==> src/rtl/cfu_pkg.sv <==
// Shared CFU command definitions used by the command queue, the compute core
// and their benches.
package cfu_pkg;

  localparam int CFU_FUNC_ID_W = 10;
  localparam int CFU_DATA_W    = 32;

  typedef struct packed {
    logic [CFU_FUNC_ID_W-1:0] function_id;
    logic [CFU_DATA_W-1:0]    inputs_0;
    logic [CFU_DATA_W-1:0]    inputs_1;
  } cfu_cmd_t;

  localparam int CFU_CMD_W = $bits(cfu_cmd_t);

endpackage

==> src/rtl/cfu_queue_mem.sv <==
// Command storage for the CFU queue: one synchronous write port and one
// asynchronous read port. The array is never reset.
module cfu_queue_mem
  import cfu_pkg::*;
#(
  parameter int DEPTH  = 4,
  parameter int ADDR_W = $clog2(DEPTH)
) (
  input  logic              clk,
  input  logic              wr_en,
  input  logic [ADDR_W-1:0] wr_addr,
  input  cfu_cmd_t          wr_data,
  input  logic [ADDR_W-1:0] rd_addr,
  output cfu_cmd_t          rd_data
);

  cfu_cmd_t mem [DEPTH];

  always_ff @(posedge clk) begin
    if (wr_en) begin
      mem[wr_addr] <= wr_data;
    end
  end

  assign rd_data = mem[rd_addr];

endmodule

==> src/rtl/cfu_cmd_queue.sv <==
// In-order command buffer between the CPU CFU command bus and a multi-cycle
// compute core. No bypass path: a pushed command appears one cycle later.
//
// Handshake: a transfer happens on a rising edge where valid & ready are both
// 1; valid never waits on ready, and cmd_ready never depends on core_cmd_ready.
module cfu_cmd_queue
  import cfu_pkg::*;
#(
  parameter int DEPTH  = 4,
  parameter int ADDR_W = $clog2(DEPTH)
) (
  input  logic                     clk,
  input  logic                     reset,
  input  logic                     flush,
  input  logic                     cmd_valid,
  output logic                     cmd_ready,
  input  logic [CFU_FUNC_ID_W-1:0] cmd_payload_function_id,
  input  logic [CFU_DATA_W-1:0]    cmd_payload_inputs_0,
  input  logic [CFU_DATA_W-1:0]    cmd_payload_inputs_1,
  output logic                     core_cmd_valid,
  input  logic                     core_cmd_ready,
  output logic [CFU_FUNC_ID_W-1:0] core_cmd_payload_function_id,
  output logic [CFU_DATA_W-1:0]    core_cmd_payload_inputs_0,
  output logic [CFU_DATA_W-1:0]    core_cmd_payload_inputs_1,
  output logic [ADDR_W:0]          level
);

  localparam logic [ADDR_W:0] PTR_ONE = {{ADDR_W{1'b0}}, 1'b1};

  // Pointers carry one extra wrap bit so full and empty are distinguishable.
  logic [ADDR_W:0] wr_ptr;
  logic [ADDR_W:0] rd_ptr;
  logic            running;
  logic            empty;
  logic            full;
  logic            push;
  logic            pop;
  cfu_cmd_t        wr_cmd;
  cfu_cmd_t        head_cmd;

  assign empty = (wr_ptr == rd_ptr);
  assign full  = (wr_ptr[ADDR_W-1:0] == rd_ptr[ADDR_W-1:0]) &&
                 (wr_ptr[ADDR_W] != rd_ptr[ADDR_W]);

  assign cmd_ready      = running && !full;
  assign core_cmd_valid = !empty;
  assign push           = cmd_valid && cmd_ready;
  assign pop            = core_cmd_valid && core_cmd_ready;
  assign level          = wr_ptr - rd_ptr;

  // running holds cmd_ready low while reset is asserted and opens it on the
  // first edge afterwards.
  always_ff @(posedge clk or posedge reset) begin
    if (reset) begin
      running <= 1'b0;
      wr_ptr  <= '0;
      rd_ptr  <= '0;
    end else begin
      running <= 1'b1;
      if (flush) begin
        wr_ptr <= '0;
        rd_ptr <= '0;
      end else begin
        if (push) begin
          wr_ptr <= wr_ptr + PTR_ONE;
        end
        if (pop) begin
          rd_ptr <= rd_ptr + PTR_ONE;
        end
      end
    end
  end

  always_comb begin
    wr_cmd             = '0;
    wr_cmd.function_id = cmd_payload_function_id;
    wr_cmd.inputs_0    = cmd_payload_inputs_0;
    wr_cmd.inputs_1    = cmd_payload_inputs_1;
  end

  cfu_queue_mem #(
    .DEPTH  (DEPTH),
    .ADDR_W (ADDR_W)
  ) u_mem (
    .clk     (clk),
    .wr_en   (push && !flush),
    .wr_addr (wr_ptr[ADDR_W-1:0]),
    .wr_data (wr_cmd),
    .rd_addr (rd_ptr[ADDR_W-1:0]),
    .rd_data (head_cmd)
  );

  // Stale storage stays hidden: the head is forced to zero whenever empty.
  always_comb begin
    core_cmd_payload_function_id = '0;
    core_cmd_payload_inputs_0    = '0;
    core_cmd_payload_inputs_1    = '0;
    if (!empty) begin
      core_cmd_payload_function_id = head_cmd.function_id;
      core_cmd_payload_inputs_0    = head_cmd.inputs_0;
      core_cmd_payload_inputs_1    = head_cmd.inputs_1;
    end
  end

endmodule

==> config.mk <==
export PLATFORM = sky130hd
export DESIGN_NAME = cfu_cmd_queue
export DESIGN_NICKNAME = d
export VERILOG_FILES = /design/src/rtl/cfu_pkg.sv /design/src/rtl/cfu_queue_mem.sv /design/src/rtl/cfu_cmd_queue.sv
export SDC_FILE = /design/constraint.sdc
export NUM_CORES = 1
export LEC_CHECK = 0
export BUFFER_PORTS_ARGS = -buffer_cell sky130_fd_sc_hd__buf_4
export CAP_MARGIN = 20
export CORE_MARGIN = 4
export CORE_UTILIZATION = 50
export CTS_CLUSTER_SIZE = 20
export DETAILED_ROUTE_END_ITERATION = 12
export PLACE_DENSITY = 0.77
export SLEW_MARGIN = 10
export SYNTH_ARGS = -nofsm -noshare
export SYNTH_HDL_FRONTEND = slang
export SYNTH_SLANG_ARGS = --single-unit
==> constraint.sdc <==
create_clock -name clk -period 3.94 [get_ports clk]
set_input_delay 0.788 -clock clk [delete_from_list [all_inputs] [get_ports clk]]
set_output_delay 0.788 -clock clk [all_outputs]
set_load 0.1 [all_outputs]
==> impl_metrics.json, run 1 <==
{
  "core_area_mm2": 0.0228,
  "period_share_pct": 92.7,
  "fmax_mhz": 274,
  "slew_viol_final": 0,
  "finalHoldViolCount": 0,
  "path_clk_slew_ns": 0.06,
  "required_ns": 3.15,
  "die_w_um": 161,
  "fp.dieH_um": 161,
  "grt_max_degree": 78,
  "synth_nets": 615,
  "rsz0062_at_grt": "false",
  "finalSetupViolCount": 0,
  "tns_ns": 0,
  "antenna_found_initial": 0,
  "ios": 158,
  "postCtsHoldBufs": 0,
  "clock-sinks": 303,
  "dieArea_mm2": 0.0260,
  "cts_tree": "yes",
  "holdCritPathClass": "in2async",
  "setup_slack_ns": 0.287,
  "initial_core_util_pct": 51.3,
  "avgSynthCellArea_um2": 22.2,
  "worst_setup_path_start_kind": "flip-flop",
  "outcome": "complete, no violations",
  "synth.cell_area_mm2": 0.0117,
  "clock_path_buffers": 3,
  "crit_path_end_kind": "primary output",
  "crit_arrival_ns": 2.86,
  "layout.nets": 786,
  "synth-seq-cells": 303,
  "place_congestion": 0.727,
  "drv_cap": 0,
  "port-buffer-count": 157,
  "ff2ff_path_depth": 6,
  "vias_per_cell": 5.40,
  "ys_seq_area_share_pct": 77.3,
  "grt_overflow": 0,
  "first_pass_iters": 5,
  "final.min_clock_period_ns": 3.65,
  "netlist-cell-type-count": 30,
  "num_rows": 55,
  "regArea_mm2": 0.00907,
  "worst-path-buf-inv": 3,
  "wl_mm": 22.0,
  "critPathMaxFanout": 50,
  "synthCells": 528,
  "slowest_delay_ns": 0.42,
  "cts_setup_buffers": 0,
  "antenna_cells": 0,
  "grt_usage_pct": 17.3,
  "grt_pass1_vias": 6191,
  "ys_warn_count": 0,
  "grt_first_pass_wirelength_mm": 35.0,
  "drtAntennaViolNets": 0,
  "fillers": 1590,
  "total_power_w": 0.00980,
  "reg2reg_slack_ns": 0.96,
  "wl_per_cell_um": 21.2,
  "vdd_drop_max_uv": 464,
  "dpl.hpwl_mm": 13.0,
  "slew_headroom_pct": 53.4,
  "p_leak_nw": 4.89,
  "multi_input_area_mm2": 0.00249,
  "cp.depth": 7,
  "via_count": 5588,
  "path_delay_family": "simple AND/OR/NAND/NOR gates",
  "cts_root_buffer": "clkbuf_16",
  "layout-drive-gt1-share_pct": 40.5,
  "holdWs_ns": 0.186,
  "fin_skew_ns": 0.0162,
  "cts-buffers-inserted": 30,
  "drc": 0,
  "syn2layout_area_growth_pct": 21.9,
  "crit_chain": "inv_1 -> ha_1 -> and2_1 -> nand2_2 -> buf_12 -> and2_1 -> buf_4",
  "pre_cts_ws_ns": 0.840,
  "clock_latency_ns": 0.55,
  "tightestPinTransition_ns": 0.699,
  "critPathKind": "reg2out",
  "critPathSlowestCell": "dfrtp_1",
  "h-tree-depth": 1,
  "cpMostUsedCell": "and2_1",
  "ctsResizeCount": 0,
  "powerDensity_mw_per_mm2": 686,
  "initialDrtViolationCount": 312
}
logic make-up (layout without fill, tap and decap cells):
family	Yosys count	in the layout	share of synthesized area [%]
AO/OA/AOI/OAI	9	9	0.576
flip-flops	303	303	77.3
XOR/XNOR	3	3	0.224
other	1	1	0.0320
AND/OR/NAND/NOR	92	92	4.68
buffers and inverters	34	227	1.68
multiplexers	78	78	14.6
adder cells (fa/ha/maj)	8	8	0.918
worst reg2reg max path, delay by kind of cell (launching register included):
family / cells / cell delay, ns
compound gates: 1 / 0.47
flops: 1 / 0.42
simple gates: 2 / 0.89
fa+ha+maj: 1 / 0.29
buf+inv: 2 / 0.55
state kept, by name (all words and copies together) (netlist names):
register	flops
wr_ptr	3
rd_ptr	3
running	1
u_mem.mem	296
report_power, final:
group	switching (W)	internal, W	leakage [nW]
registers	0.0000170	0.00360	2.76
logic	0.00253	0.000821	1.63
clock network	0.00113	0.00171	0.491
final timing paths:
| check | from | to |
|---|---|---|
| worst max register to register | wr_ptr[0]$_DFFE_PP0P_ | u_mem.mem[2][43]$_DFFE_PP_ |
| worst min-delay path | reset | running$_DFF_PP0_ |
| min in group clk | cmd_payload_inputs_0[13] | u_mem.mem[0][45]$_DFFE_PP_ |
| worst max-delay path | wr_ptr[0]$_DFFE_PP0P_ | core_cmd_payload_inputs_1[19] |
| max in group asynchronous | reset | rd_ptr[0]$_DFFE_PP0P_ |
| worst min register to register | wr_ptr[1]$_DFFE_PP0P_ | wr_ptr[1]$_DFFE_PP0P_ |
final cells by class:
type	instances	share of cell area, %
Clock buffer	33	5.33
Timing Repair Buffer	165	9.19
Multi-Input combinational cell	191	17.4
Tap cell	313	2.74
Clock inverter	21	1.65
Inverter	8	0.210
Sequential cell	303	63.5
synth_stat cells:
library cell / number / area [um^2]
buf_4: 3 / 22.5
nand3_1: 1 / 5.00
o2111ai_1: 2 / 17.5
mux2_2: 3 / 33.8
edfxtp_1: 296 / 8890
and3_1: 4 / 25.0
buf_1: 1 / 3.75
inv_1: 8 / 30.0
mux2i_1: 1 / 10.0
xor2_1: 1 / 8.76
nor2b_1: 2 / 12.5
mux4_2: 74 / 1670
o311ai_0: 1 / 8.76
clkbuf_2: 1 / 5.00
nand2_1: 5 / 18.8
dfrtp_1: 7 / 175
buf_6: 5 / 56.3
buf_2: 2 / 10.0
conb_1: 1 / 3.75
ha_1: 7 / 87.6
clkbuf_1: 13 / 48.8
fa_1: 1 / 20.0
o31ai_1: 1 / 7.51
a21boi_0: 2 / 15.0
xnor2_1: 2 / 17.5
buf_12: 1 / 20.0
a21oi_1: 2 / 10.0
and2_1: 75 / 469
a211o_1: 1 / 8.76
nor2_1: 5 / 18.8
cells in the final DEF, fill, tap and decap left out, drive strengths merged:
cell	Yosys	final
o31ai	1	1
bufinv	0	5
edfxtp	296	296
dfrtp	7	7
o2111ai	2	2
nor2b	2	2
conb	1	1
a211o	1	1
fa	1	1
and2	75	75
nand2	5	5
xnor2	2	2
mux2	3	3
a21oi	2	2
mux2i	1	1
clkinv	0	16
inv	8	8
nor2	5	5
and3	4	4
ha	7	7
nand3	1	1
mux4	74	74
a21boi	2	2
clkbuf	14	33
buf	12	165
xor2	1	1
o311ai	1	1
per-stage QoR:
stage,cell area [um^2],utilization [%],std cells
after floorplan,11700,-,528
after global placement,13300,58.2,980
after detailed placement,13300,58.2,980
after CTS,14300,62.6,1034
after global routing,14300,62.6,1034
final,14300,62.6,1034
layer usage:
layer	up-vias	GRT usage, %	wire, um
met3	40	3.39	1410
met2	169	29.2	11100
met4	0	4.73	447
met1	2899	23.4	9030
li1	2480	-	-
met5	-	0	0
(Power assumes the default switching activity.)
==> run 2, diff against run 1 <==
--- a/config.mk
+++ b/config.mk
@@ -5,7 +5,7 @@
 export SDC_FILE = /design/constraint.sdc
 export NUM_CORES = 1
 export LEC_CHECK = 0
-export BUFFER_PORTS_ARGS = -buffer_cell sky130_fd_sc_hd__buf_4
+export BUFFER_PORTS_ARGS = -buffer_cell sky130_fd_sc_hd__buf_2
 export CAP_MARGIN = 20
 export CORE_MARGIN = 4
 export CORE_UTILIZATION = 50
==> impl_metrics.json, run 2 (synthesis gave the netlist of run 1 again) <==
{
  "largest_register_ffs": 296,
  "drc": 0,
  "wl_mm": 22.0,
  "path_clk_slew_ns": 0.06,
  "finalSetupViolCount": 0,
  "die_w_um": 161,
  "initial_core_util_pct": 51.3,
  "layout.nets": 790,
  "vias_per_cell": 5.46,
  "cts-buffers-inserted": 30,
  "worst_setup_path_start_kind": "flip-flop",
  "holdCritPathClass": "in2async",
  "drtAntennaViolNets": 0,
  "grt_max_degree": 78,
  "grt_first_pass_wirelength_mm": 34.4,
  "critPathMaxFanout": 60,
  "outcome": "complete, no violations",
  "period_share_pct": 91.8,
  "cts_setup_buffers": 0,
  "required_ns": 3.15,
  "rsz0062_at_grt": "false",
  "slew_viol_final": 0,
  "top_regs": "u_mem.mem: 296 flops, rd_ptr: 3 flops, wr_ptr: 3 flops",
  "path_delay_family": "buffers and inverters",
  "fin_skew_ns": 0.0202,
  "port-buffer-count": 157,
  "clock_path_buffers": 3,
  "grt_usage_pct": 16.9,
  "critPathKind": "reg2out",
  "first_pass_iters": 5,
  "drv_cap": 0,
  "place_congestion": 0.683,
  "worst-path-buf-inv": 3,
  "crit_chain": "inv_1 -> ha_1 -> and2_1 -> nand2_2 -> buf_12 -> and2_1 -> buf_2",
  "holdWs_ns": 0.214,
  "h-tree-depth": 1,
  "grt_overflow": 0,
  "syn2layout_area_growth_pct": 18.6,
  "tns_ns": 0,
  "clock-sinks": 303,
  "cts_tree": "yes",
  "ctsResizeCount": 0,
  "final.min_clock_period_ns": 3.62,
  "cpMostUsedCell": "and2_1",
  "critPathSlowestCell": "buf_2",
  "final_common_cell": "edfxtp_1",
  "num_rows": 55,
  "powerDensity_mw_per_mm2": 686,
  "slew_headroom_pct": 54.2,
  "initialDrtViolationCount": 359,
  "ios": 158,
  "vdd_drop_max_uv": 633,
  "slowest_delay_ns": 0.44,
  "fmax_mhz": 277,
  "top_register": "u_mem.mem",
  "cts_root_buffer": "clkbuf_16",
  "grt_pass1_vias": 6021,
  "core_area_mm2": 0.0228,
  "layout-drive-gt1-share_pct": 40.9,
  "cp.depth": 7,
  "via_count": 5662,
  "clock_latency_ns": 0.54,
  "dpl.hpwl_mm": 13.6,
  "antenna_cells": 0,
  "postCtsHoldBufs": 0,
  "finalHoldViolCount": 0,
  "final_cell_mix": "edfxtp_1, buf_2, and2_1",
  "crit_path_end_kind": "primary output",
  "wl_per_cell_um": 21.2,
  "dieArea_mm2": 0.0260,
  "ff2ff_path_depth": 6,
  "antenna_found_initial": 1,
  "p_leak_nw": 4.81,
  "tightestPinTransition_ns": 0.687,
  "fin_util_pct": 60.9,
  "crit_arrival_ns": 2.83,
  "fp.dieH_um": 161
}
## run 2: cell types whose count changed in the layout (fill, tap and decap cells not counted), sizes merged
cell and change:
bufinv -1, clkbuf +1, buf +4, clkinvlp +2, clkinv -3
## run 2: path summary, 6_finish.rpt
path                       slack [ns]                             to               startpoint
setup reg to reg                 1.17     u_mem.mem[3][60]$_DFFE_PP_    wr_ptr[0]$_DFFE_PP0P_
hold / removal                   0.21          rd_ptr[0]$_DFFE_PP0P_                    reset
hold reg to reg                  0.63          wr_ptr[1]$_DFFE_PP0P_    wr_ptr[1]$_DFFE_PP0P_
setup / recovery                 0.32  core_cmd_payload_inputs_0[16]    wr_ptr[0]$_DFFE_PP0P_
min in group clk                 0.46     u_mem.mem[1][37]$_DFFE_PP_  cmd_payload_inputs_0[5]
max in group asynchronous        3.47          rd_ptr[1]$_DFFE_PP0P_                    reset
## run 2: metrics by stage
stage                     area [um^2]  total power [W]  std cells  setup WS [ns]
after global placement          12900          0.00684        984          0.975
after global routing            13900          0.00989       1037          0.157
after detailed placement        12900          0.00687        984          0.904
final                           13900          0.00954       1037          0.324
after CTS                       13900          0.00964       1037          0.316
after floorplan                 11700          0.00638        528         0.0163
## run 2: layer usage
metal,track usage [%],part of all wire [%]
met5,0,0.059
met4,3.64,1.6
met3,3.73,6.1
met2,29.7,52
met1,22.0,41
## run 2: where the power goes
group | switching (W) | internal [W] | leakage [nW] | total, W
registers | 0.0000169 | 0.00360 | 2.76 | 0.00361
logic | 0.00251 | 0.000643 | 1.57 | 0.00315
clock network | 0.00112 | 0.00165 | 0.471 | 0.00277
## run 2: layout make-up
type | instances | area (um^2)
well taps | 313 | 392
repair buffers | 169 | 951
clock buffers | 34 | 766
fillers | 1625 | 8940
multi-input cells | 191 | 2490
clock inverters | 19 | 208
flip-flops and latches | 303 | 9070
inverters | 8 | 30.0
